### src/rtl/controlador_irrigacao_if.sv
// -----------------------------------------------------------------------------
// controlador_irrigacao_if
// Groups the command, sensor and drive signals of the irrigation controller.
//   tick     : one-clock time-base pulse (timers advance only on it)
//   iniciar  : start request (level)
//   parar    : abort request (level, dominates iniciar)
//   seco     : per-zone soil sensor, 1 = dry
//   valvula  : valve drives, one-hot or all-zero
//   bomba    : pump drive
//   zona     : zone currently handled
//   tempo    : timer inside WATER/PAUSE, 0 elsewhere
//   ocupado  : controller busy (not IDLE)
//   fim      : one-clock cycle-completion pulse
// master drives the commands/sensors, slave is the controller.
// -----------------------------------------------------------------------------
interface controlador_irrigacao_if #(
    parameter int ZONAS = 4
);
    logic             tick;
    logic             iniciar;
    logic             parar;
    logic [ZONAS-1:0] seco;
    logic [ZONAS-1:0] valvula;
    logic             bomba;
    logic [1:0]       zona;
    logic [3:0]       tempo;
    logic             ocupado;
    logic             fim;

    modport master (
        output tick, iniciar, parar, seco,
        input  valvula, bomba, zona, tempo, ocupado, fim
    );

    modport slave (
        input  tick, iniciar, parar, seco,
        output valvula, bomba, zona, tempo, ocupado, fim
    );
endinterface

### src/rtl/controlador_irrigacao.sv
// -----------------------------------------------------------------------------
// controlador_irrigacao
// Sequential multi-zone irrigation controller. A cycle visits zones 0..ZONAS-1;
// a dry zone is watered for T_REGA ticks (or until it reports wet) and is
// followed by a T_PAUSA-tick settling pause; wet zones are skipped in one clock.
// Ports:
//   clock : system clock, rising edge
//   reset : asynchronous, active-low
//   bus   : controlador_irrigacao_if.slave (tick, iniciar, parar, seco in;
//           valvula, bomba, zona, tempo, ocupado, fim out)
// All outputs come straight from registers.
// -----------------------------------------------------------------------------
module controlador_irrigacao #(
    parameter int ZONAS   = 4,
    parameter int T_REGA  = 9,
    parameter int T_PAUSA = 3
) (
    input  logic                  clock,
    input  logic                  reset,
    controlador_irrigacao_if.slave bus
);

    typedef enum logic [2:0] {IDLE, CHECK, WATER, PAUSE, FIM} estado_t;

    localparam logic [1:0] ULTIMA    = 2'(ZONAS - 1);
    localparam logic [3:0] FIM_REGA  = 4'(T_REGA - 1);
    localparam logic [3:0] FIM_PAUSA = 4'(T_PAUSA - 1);

    estado_t          estado;
    logic [1:0]       zona_r;
    logic [3:0]       tempo_r;
    logic [ZONAS-1:0] valvula_r;
    logic             bomba_r;
    logic             ocupado_r;
    logic             fim_r;
    logic             seco_atual;

    function automatic logic [ZONAS-1:0] decodificar(input logic [1:0] z);
        return {{(ZONAS-1){1'b0}}, 1'b1} << z;
    endfunction

    assign seco_atual  = bus.seco[zona_r];

    assign bus.valvula = valvula_r;
    assign bus.bomba   = bomba_r;
    assign bus.zona    = zona_r;
    assign bus.tempo   = tempo_r;
    assign bus.ocupado = ocupado_r;
    assign bus.fim     = fim_r;

    always_ff @(posedge clock or negedge reset) begin
        if (!reset) begin
            estado    <= IDLE;
            zona_r    <= '0;
            tempo_r   <= '0;
            valvula_r <= '0;
            bomba_r   <= 1'b0;
            ocupado_r <= 1'b0;
            fim_r     <= 1'b0;
        end else begin
            fim_r <= 1'b0;
            if (estado != IDLE && bus.parar) begin
                // Abort: everything off, no completion pulse.
                estado    <= IDLE;
                zona_r    <= '0;
                tempo_r   <= '0;
                valvula_r <= '0;
                bomba_r   <= 1'b0;
                ocupado_r <= 1'b0;
            end else begin
                case (estado)
                    IDLE: begin
                        if (bus.iniciar && !bus.parar) begin
                            estado    <= CHECK;
                            zona_r    <= '0;
                            tempo_r   <= '0;
                            ocupado_r <= 1'b1;
                        end
                    end
                    CHECK: begin
                        if (seco_atual) begin
                            estado    <= WATER;
                            tempo_r   <= '0;
                            valvula_r <= decodificar(zona_r);
                            bomba_r   <= 1'b1;
                        end else if (zona_r == ULTIMA) begin
                            estado <= FIM;
                            fim_r  <= 1'b1;
                        end else begin
                            zona_r <= zona_r + 2'd1;
                        end
                    end
                    WATER: begin
                        // A zone turning wet ends watering even without a tick,
                        // and a coincident tick does not add a second step.
                        if (!seco_atual || (bus.tick && tempo_r == FIM_REGA)) begin
                            estado    <= PAUSE;
                            tempo_r   <= '0;
                            valvula_r <= '0;
                            bomba_r   <= 1'b0;
                        end else if (bus.tick) begin
                            tempo_r <= tempo_r + 4'd1;
                        end
                    end
                    PAUSE: begin
                        if (bus.tick) begin
                            if (tempo_r == FIM_PAUSA) begin
                                tempo_r <= '0;
                                if (zona_r == ULTIMA) begin
                                    estado <= FIM;
                                    fim_r  <= 1'b1;
                                end else begin
                                    estado <= CHECK;
                                    zona_r <= zona_r + 2'd1;
                                end
                            end else begin
                                tempo_r <= tempo_r + 4'd1;
                            end
                        end
                    end
                    FIM: begin
                        estado    <= IDLE;
                        zona_r    <= '0;
                        ocupado_r <= 1'b0;
                    end
                    default: begin
                        estado    <= IDLE;
                        zona_r    <= '0;
                        tempo_r   <= '0;
                        valvula_r <= '0;
                        bomba_r   <= 1'b0;
                        ocupado_r <= 1'b0;
                    end
                endcase
            end
        end
    end

endmodule

### src/flat_wrapper.sv
// flat-port wrapper written by rule: the top's interface ports become plain ports
module controlador_irrigacao_flat 
#(
    parameter int ZONAS   = 4,
    parameter int T_REGA  = 9,
    parameter int T_PAUSA = 3
)
  (clock, reset, bus_tick, bus_iniciar, bus_parar, bus_seco, bus_valvula, bus_bomba, bus_zona, bus_tempo, bus_ocupado, bus_fim);
  controlador_irrigacao_if #(.ZONAS(ZONAS)) bus_i ();
  input  logic clock;
  input  logic reset;
  input wire logic [$bits(bus_i.tick)-1:0] bus_tick;
  input wire logic [$bits(bus_i.iniciar)-1:0] bus_iniciar;
  input wire logic [$bits(bus_i.parar)-1:0] bus_parar;
  input wire logic [$bits(bus_i.seco)-1:0] bus_seco;
  output wire logic [$bits(bus_i.valvula)-1:0] bus_valvula;
  output wire logic [$bits(bus_i.bomba)-1:0] bus_bomba;
  output wire logic [$bits(bus_i.zona)-1:0] bus_zona;
  output wire logic [$bits(bus_i.tempo)-1:0] bus_tempo;
  output wire logic [$bits(bus_i.ocupado)-1:0] bus_ocupado;
  output wire logic [$bits(bus_i.fim)-1:0] bus_fim;
  assign bus_i.tick = bus_tick;
  assign bus_i.iniciar = bus_iniciar;
  assign bus_i.parar = bus_parar;
  assign bus_i.seco = bus_seco;
  assign bus_valvula = bus_i.valvula;
  assign bus_bomba = bus_i.bomba;
  assign bus_zona = bus_i.zona;
  assign bus_tempo = bus_i.tempo;
  assign bus_ocupado = bus_i.ocupado;
  assign bus_fim = bus_i.fim;
  controlador_irrigacao #(.ZONAS(ZONAS), .T_REGA(T_REGA), .T_PAUSA(T_PAUSA)) u_core (.clock(clock), .reset(reset), .bus(bus_i));
endmodule
### config.mk
export PLATFORM = sky130hd
export DESIGN_NAME = controlador_irrigacao_flat
export DESIGN_NICKNAME = d
export VERILOG_FILES = /design/src/rtl/controlador_irrigacao_if.sv /design/src/rtl/controlador_irrigacao.sv /design/src/flat_wrapper.sv
export SDC_FILE = /design/constraint.sdc
export NUM_CORES = 1
export LEC_CHECK = 0
export BUFFER_PORTS_ARGS = -buffer_cell sky130_fd_sc_hd__buf_2
export CAP_MARGIN = 25
export CORE_UTILIZATION = 56
export CTS_BUF_LIST = sky130_fd_sc_hd__clkbuf_8
export DETAILED_ROUTE_END_ITERATION = 7
export HOLD_SLACK_MARGIN = 0.06
export PLACE_DENSITY = 0.85
export RECOVER_POWER = 100
export SLEW_MARGIN = 20
export SYNTH_ARGS = -nofsm -noshare
export SYNTH_HDL_FRONTEND = slang
export SYNTH_SLANG_ARGS = --single-unit
export TNS_END_PERCENT = 100
### constraint.sdc
create_clock -name clock -period 2.3 [get_ports clock]
set_input_delay 0.46 -clock clock [delete_from_list [all_inputs] [get_ports clock]]
set_output_delay 0.46 -clock clock [all_outputs]
set_load 0.01 [all_outputs]
# ---- Word level (Yosys, flattened, before mapping)
# Index checks and enable logic that the tools add are counted.
dict set report word_totals {
  ff_bits 16
  inputBits 9
  out_inout_bits 13
  elab_cells 88
}
dict set report classes {
  n_addsub 2
  order_cmp 1
  n_eq_ne 19
  n_shift 1
  muxes 43
  n_reduce_logical 15
}
# op count
set ops {}
lappend ops {{$mux 4} 10}
lappend ops {{$mux 3} 8}
lappend ops {{$pmux 4 s5} 1}
lappend ops {{$reduce_and 5->1} 3}
lappend ops {{$mux 2} 6}
lappend ops {{$ne 3x1->1 const B} 4}
lappend ops {{$pmux 3 s4} 1}
lappend ops {{$pmux 4 s3} 1}
lappend ops {{$mux 1} 11}
lappend ops {{$ne 2x1->1 const B} 4}
lappend ops {{$pmux 2 s4} 1}
lappend ops {{$eq 3x2->1 const B} 2}
lappend ops {{$reduce_or 3->1} 2}
lappend ops {{$add 4x1->4 const B} 1}
lappend ops {{$eq 4x2->1 const B} 1}
lappend ops {{$eq 4x4->1 const B} 1}
lappend ops {{$ne 4x1->1 const B} 1}
lappend ops {{$ne 4x2->1 const B} 1}
lappend ops {{$pmux 1 s2} 2}
lappend ops {{$shl 1x2->4 const A} 1}
lappend ops {{$eq 3x1->1 const B} 1}
lappend ops {{$eq 3x3->1 const B} 1}
lappend ops {{$logic_and 1x1->1} 3}
lappend ops {{$logic_not 3->1} 1}
lappend ops {{other kinds (12)} 13}

# ---- Logic depth before layout (Yosys ltp)
# Gate-level depths: netlist of the first run.
dict set report depth {
  word_depth 7
  ltp_mapped 7
  ltp_nobuf 7
}

# ---- Worst setup path before layout of the first run
# Ideal clock, no wire load.
dict set report synth_timing {
  path_type {register to register}
  from {register u_core.tempo_r[0] (netlist: u_core.bus.tempo[0])}
  to {register u_core.tempo_r[0] (netlist: u_core.bus.tempo[0])}
  setup_ns 0.077
  arrival_time_ns 1.929
  required_ns 2.223
  setup_slack_ns 0.295
  stages_incl_launch_ff 8
  n_path_buf 0
  synth_period_minus_slack_ns 2.005
  path_cell_list {dfrtp_1 > inv_1 > ha_1 > nor3b_1 > or3_1 > o21ai_2 > or4b_1 > o21ai_1}
}
dict set report synth_via {
  elab_chain_len 6
  elab_cells_between_ends 13
  classes_between {add/sub (1); eq/ne (3); mux (6); reduce/logical (3)}
}
# item line_no
set synth_lines {}
lappend synth_lines {{start: declaration} controlador_irrigacao.sv:31} ;# logic [3:0] tempo_r;
lappend synth_lines {{start signal: assignment} controlador_irrigacao.sv:102} ;# tempo_r <= tempo_r + 4'd1;
lappend synth_lines {{start signal: assignment} controlador_irrigacao.sv:117} ;# tempo_r <= tempo_r + 4'd1;
lappend synth_lines {{branches (longest 6 deep; another with $add 4x1->4)} n/a}
# Several ways; the timed one is not identified. The select of a mux whose other input is x is not followed.
# A chain may end at the register's enable or synchronous reset.

# ---- Final worst setup path of the first run
# Same ends and word-level chain as after synthesis.

==> results of run 1 <==
==> stage by stage <==
step	total power, mW	setup slack (ns)	utilization
5_1_grt	1.425	0.03994	0.6979
4_1_cts	1.347	0.2053	0.7099
2_1_floorplan	0.9080	0.2948	-
3_5_place_dp	1.081	0.2096	0.6787
3_3_place_gp	1.048	0.2211	0.6787
6_report	1.322	0.1844	0.6979
==> power by group <==
part	switching (mW)	total, mW	internal [mW]
Sequential	0.108	0.460	0.352
Combinational	0.333	0.607	0.274
Clock	0.103	0.255	0.152
Total	0.544	1.32	0.778
==> per-layer routing <==
metal,part of all wire,wire (um),track usage,vias up
met3,0.032,73,0.03571,7
met2,0.51,1183,0.4343,24
met5,0,0,0,-
met4,0.024,55,0.1455,0
met1,0.43,1001,0.3342,451
li1,-,-,-,454
==> flip-flops by register name (all words and copies together), names as in the netlist <==
register	count
u_core.bus.bomba	1
u_core.bus.fim	1
u_core.bus.ocupado	1
u_core.bus.tempo	4
u_core.bus.valvula	4
u_core.bus.zona	2
u_core.estado	3
==> critical path: cells and delay by family (launching register included) <==
kind,cells,cell delay [ns]
fa+ha+maj,1,0.19
simple gates,3,0.99
compound gates,2,0.35
flops,1,0.40
buf+inv,1,0.10
==> layout make-up <==
| cell class | count | area (um^2) |
|---|---|---|
| multi-input cells | 81 | 596.8 |
| repair buffers | 23 | 102.6 |
| inverters | 12 | 45.04 |
| fillers | 162 | 533.0 |
| flip-flops and latches | 16 | 400.4 |
| clock buffers | 4 | 55.05 |
| well taps | 25 | 31.28 |
==> how the worst min path moves through the flow <==
stage | startpoint | to | depth (start not counted)
after floorplan | reset | u_core.bus.bomba$_DFFE_PN0P_ | 0
after global placement | reset | u_core.bus.ocupado$_DFFE_PN0P_ | 1
after detailed placement | reset | u_core.bus.ocupado$_DFFE_PN0P_ | 1
after CTS | reset | u_core.bus.ocupado$_DFFE_PN0P_ | 1
after global routing | reset | u_core.bus.zona[0]$_DFFE_PN0P_ | 1
final | reset | u_core.bus.ocupado$_DFFE_PN0P_ | 1
==> layout by cell type, fill, tap and decap left out, types with 2 or more instances in the layout <==
master    count
dfrtp_1      16
clkbuf_1     14
inv_1        12
nand2_1      11
mux2i_1       7
ha_1          7
buf_2         7
a21oi_1       6
nor2_1        5
nand3_1       4
nand2b_1      4
clkbuf_8      4
nor3_1        3
o41ai_1       3
nor3b_1       2
o21ai_0       2
o21ai_1       2
a211o_1       2
nor4b_1       2
mux2_1        2
buf_4         2
==> cells by family after synthesis <==
group / after synthesis
flops: 16
compound gates: 23
simple gates: 41
mux: 10
fa+ha+maj: 7
buf+inv: 17
==> reports/results.ini, run 1 <==
[sta]
hold_ws_ns = 0.3074
hold_viol_final = 0
period_minus_slack_ns = 2.116
setup_viol = 0
rsz0062_at_grt = no
fmax_mhz = 472.7
slew_violations = 0
tns_ns = 0
worstMarginPinSlew_ns = 0.9045
fin_crit_sh = 0.9198
slew_headroom = 0.3970
fin_skew_ns = 0.001556

[placement]
dpl.hpwl_mm = 1.594
routabilityCongestion = 0.8439
io_buffers = 21
place_inst = 157
dpl_cell_area_um2 = 1197

[drt]
vias = 936
drtIter0Drc = 24
ant_nets = 0
viasPerCell = 5.814
post_drt_wl_per_cell_um = 14.37
drcViolationCount = 0
routed_wl_mm = 2.313
drt_first_pass_iters = 4

[min_path]
hold_path_class = primary input to asynchronous set/reset pin

[critical_path]
crit_end = u_core.bus.tempo[0]$_DFFE_PN0P_
crit_chain = inv_1, ha_1, nor3b_1, or3_1, o21ai_2, or4b_1, o21ai_1
cp_data_required_time_ns = 2.48
crit_type = flip-flop to flip-flop
start_kind = flip-flop
worstRegToRegCells = 7
timing.rr.start = u_core.bus.tempo[0]$_DFFE_PN0P_
crit_slowest_cell = or4b_1
worstPathArrival_ns = 2.30
crit_fanout = 7
r2r_slack_ns = 0.18
end_kind = flip-flop
startpoint = u_core.bus.tempo[0]$_DFFE_PN0P_
r2r-end = u_core.bus.tempo[0]$_DFFE_PN0P_
critical_path.max_stage_delay_ns = 0.46

[clocking]
htree_levels = 1
cts.sinks = 16
clock_latency_ns = 0.25
clockBufferDepth = 2
cts_tree = done
path_clk_slew_ns = 0.06
cts_resized = 0
cts_root_buf = clkbuf_8
ctsHoldBuffers = 0
cts_inserted_buffers = 3
cts_setup_buffers = 0

[die]
dieHeight_um = 45.63
die_width_um = 45.63
fp.dieArea_um2 = 2082
boundaryPins = 22
core_um2 = 1764
rows = 15
start_util = 0.6043

[finish]
nets = 153
drive_gt1_frac = 0.1324
antenna_cells = 0
syn2layout_area_growth_pct = 15.49
stdcell_count = 161
design_area_um2 = 1231

[synth]
syn_nets = 130
synth_warnings = 0
synth-adder-area-share = 0.08216
synth_largest_area_cell = dfrtp_1
synth_cell_types = 38
synth_edf_count = 0
synth_simple_gate_area_frac = 0.2207
syn_area_um2 = 1066
synth_flop_cell = dfrtp_1
synthTopCellsByCount = dfrtp_1, inv_1, nand2_1, ha_1, mux2i_1
synth_top_area_frac = 0.3756
synth_compound_area_frac = 0.1526
synth-seq-cells = 16
synth_top_family_by_area = simple AND/OR/NAND/NOR gates
synth.area.top_cells = dfrtp_1, ha_1, mux2i_1
syn_inst = 114
post_synth_xor_area_fraction = 0
synthMuxAreaShare = 0.1080
ys_seq_area_frac = 0.3756
syn_area_per_cell_um2 = 9.351
async_flop_share = 1.000
yosysMostFrequentCell = dfrtp_1

[global_route]
antenna_found_initial = 0
track_usage = 0.2648
overflow = 0
grt_pass1_wl_mm = 3.822
grt_max_degree = 17
grt_pass1_vias = 858

[power]
power_density_nw_per_um2 = 1074
ir_worst_vdd_v = 0.0007417
p_leak_nw = 0.5611

[run_status]
status = complete, no violations

[run]
drv_cap = 0

No activity file was read; power rests on OpenSTA's default activity.
==> inputs of run 2 (changes only) <==
--- a/config.mk
+++ b/config.mk
@@ -10,6 +10,7 @@
 export CORE_UTILIZATION = 56
 export CTS_BUF_LIST = sky130_fd_sc_hd__clkbuf_8
 export DETAILED_ROUTE_END_ITERATION = 7
+export GPL_TIMING_DRIVEN = 0
 export HOLD_SLACK_MARGIN = 0.06
 export PLACE_DENSITY = 0.85
 export RECOVER_POWER = 100
==> reports/results.ini, run 2 (synthesized netlist as in run 1, its figures left out) <==
[run_status]
status = complete, no violations

[clocking]
clock_latency_ns = 0.26  ; about the same
clockBufferDepth = 2  ; unchanged
path_clk_slew_ns = 0.07  ; about the same
cts_root_buf = clkbuf_8
cts_tree = done
cts.sinks = 16  ; unchanged
htree_levels = 1  ; unchanged
cts_inserted_buffers = 3  ; unchanged

[critical_path]
r2r_slack_ns = 0.18  ; about the same
worstPathArrival_ns = 2.26  ; -0.04 ns
worstRegToRegCells = 5  ; -2
timing.rr.start = u_core.bus.zona[0]$_DFFE_PN0P_
crit_fanout = 9  ; +2
crit_type = flip-flop to flip-flop
r2r-end = u_core.estado[0]$_DFFE_PN0P_
start_kind = flip-flop
end_kind = flip-flop
cp_data_required_time_ns = 2.44  ; -0.04 ns

[drt]
viasPerCell = 5.750  ; -1.1%
post_drt_wl_per_cell_um = 14.42  ; +0.38%
drtIter0Drc = 23  ; -4.2%
ant_nets = 0  ; unchanged
drt_first_pass_iters = 4  ; unchanged
routed_wl_mm = 2.365  ; +2.2%
drcViolationCount = 0  ; unchanged
vias = 943  ; +0.75%

[die]
boundaryPins = 22  ; unchanged
dieHeight_um = 45.63  ; unchanged
rows = 15  ; unchanged
core_um2 = 1764  ; unchanged
fp.dieArea_um2 = 2082  ; unchanged
start_util = 0.6043  ; unchanged
die_width_um = 45.63  ; unchanged

[sta]
setup_viol = 0  ; unchanged
period_minus_slack_ns = 2.118  ; +0.001988 ns
fmax_mhz = 472.2  ; about the same
fin_ws_ns = 0.1824  ; -0.001988 ns
fin_crit_sh = 0.9207  ; about the same
slew_violations = 0  ; unchanged
hold_viol_final = 0  ; unchanged
worstMarginPinSlew_ns = 0.8838  ; -0.02072 ns
hold_ws_ns = 0.2949  ; -0.01254 ns
slew_headroom = 0.4108  ; +0.01382
tns_ns = 0  ; unchanged
fin_skew_ns = 0.003539  ; +0.001984 ns
rsz0062_at_grt = no

[global_route]
grt_max_degree = 17  ; unchanged
antenna_found_initial = 0  ; unchanged
overflow = 0  ; unchanged
track_usage = 0.2690  ; +0.004177
grt_pass1_vias = 888  ; +3.5%
grt_pass1_wl_mm = 3.850  ; +0.73%

[power]
ir_worst_vdd_v = 0.0006305  ; -15%
p_leak_nw = 0.5592  ; -0.33%
power_density_nw_per_um2 = 1068  ; -0.56%
power_mw = 1.328  ; +0.45%

[finish]
stdcell_count = 164  ; +1.9%
final_common_cell = clkbuf_1
final_cell_mix = clkbuf_1, dfrtp_1, inv_1, nand2_1
drive_gt1_frac = 0.1151  ; -0.01725
nets = 156  ; +2.0%
antenna_cells = 0  ; unchanged
syn2layout_area_growth_pct = 16.67

[placement]
routabilityCongestion = 0.8567  ; +1.5%
dpl.hpwl_mm = 1.730  ; +8.5%
pre_cts_slack_ns = 0.1511  ; -0.05855 ns
io_buffers = 21  ; unchanged
place_inst = 160  ; +1.9%

[min_path]
hold_path_class = primary input to asynchronous set/reset pin

[run]
drv_cap = 0  ; unchanged

[run 2: report_power, final]
group          internal [mW]  switching, mW  leakage (nW)  total, mW
Sequential             0.353         0.0690         0.216      0.422
Combinational          0.270          0.381         0.315      0.650
Clock                  0.152          0.104        0.0288      0.256
Total                  0.775          0.553         0.559       1.33
[run 2: per-layer routing]
| layer | vias to the layer above | track usage | routed length, um |
|---|---|---|---|
| li1 | 457 | - | - |
| met1 | 447 | 0.3038 | 1000 |
| met2 | 34 | 0.4829 | 1217 |
| met3 | 5 | 0.03968 | 104 |
| met4 | 0 | 0.1394 | 42 |
| met5 | - | 0 | 0 |
[run 2: final cells by class]
cell class | instances | area (um^2)
Clock buffer | 4 | 55.05
Fill cell | 161 | 520.5
Tap cell | 25 | 31.28
Sequential cell | 16 | 400.4
Timing Repair Buffer | 21 | 87.58
Multi-Input combinational cell | 81 | 605.6
Buffer | 5 | 18.77
Inverter | 12 | 45.04
[run 2: metrics by stage]
| stage | cell area (um^2) | utilization |
|---|---|---|
| final | 1244 | 0.7050 |
| after global routing | 1244 | 0.7050 |
| after floorplan | 1066 | - |
| after detailed placement | 1202 | 0.6816 |
| after global placement | 1202 | 0.6816 |
| after CTS | 1257 | 0.7128 |
[run 2: repair_timing]
action | 4_1_cts | 5_1_grt
resized for setup | 0 | 1
hold buffers | 0 | 0
buffers inserted | 0 | 0
setup endpoints to repair | 0 | 1
[run 2: critical path, cell delays in order, from the launching register on]
cell,delay (ns)
dfrtp_1,0.47
mux4_2,0.66
nand4_1,0.18
o21ai_4,0.10
nor3_1,0.25
mux2_1,0.34
[run 2: how the worst max path moves through the flow]
stage | startpoint | to | depth (start not counted)
2_1_floorplan | u_core.bus.tempo[0]$_DFFE_PN0P_ | u_core.bus.tempo[0]$_DFFE_PN0P_ | 7
3_3_place_gp | bus_seco[3] | u_core.estado[0]$_DFFE_PN0P_ | 6
3_5_place_dp | bus_seco[3] | u_core.estado[0]$_DFFE_PN0P_ | 6
4_1_cts | u_core.bus.tempo[0]$_DFFE_PN0P_ | u_core.bus.tempo[0]$_DFFE_PN0P_ | 7
5_1_grt | u_core.bus.tempo[0]$_DFFE_PN0P_ | u_core.bus.tempo[0]$_DFFE_PN0P_ | 7
6_report | u_core.bus.zona[0]$_DFFE_PN0P_ | u_core.estado[0]$_DFFE_PN0P_ | 5
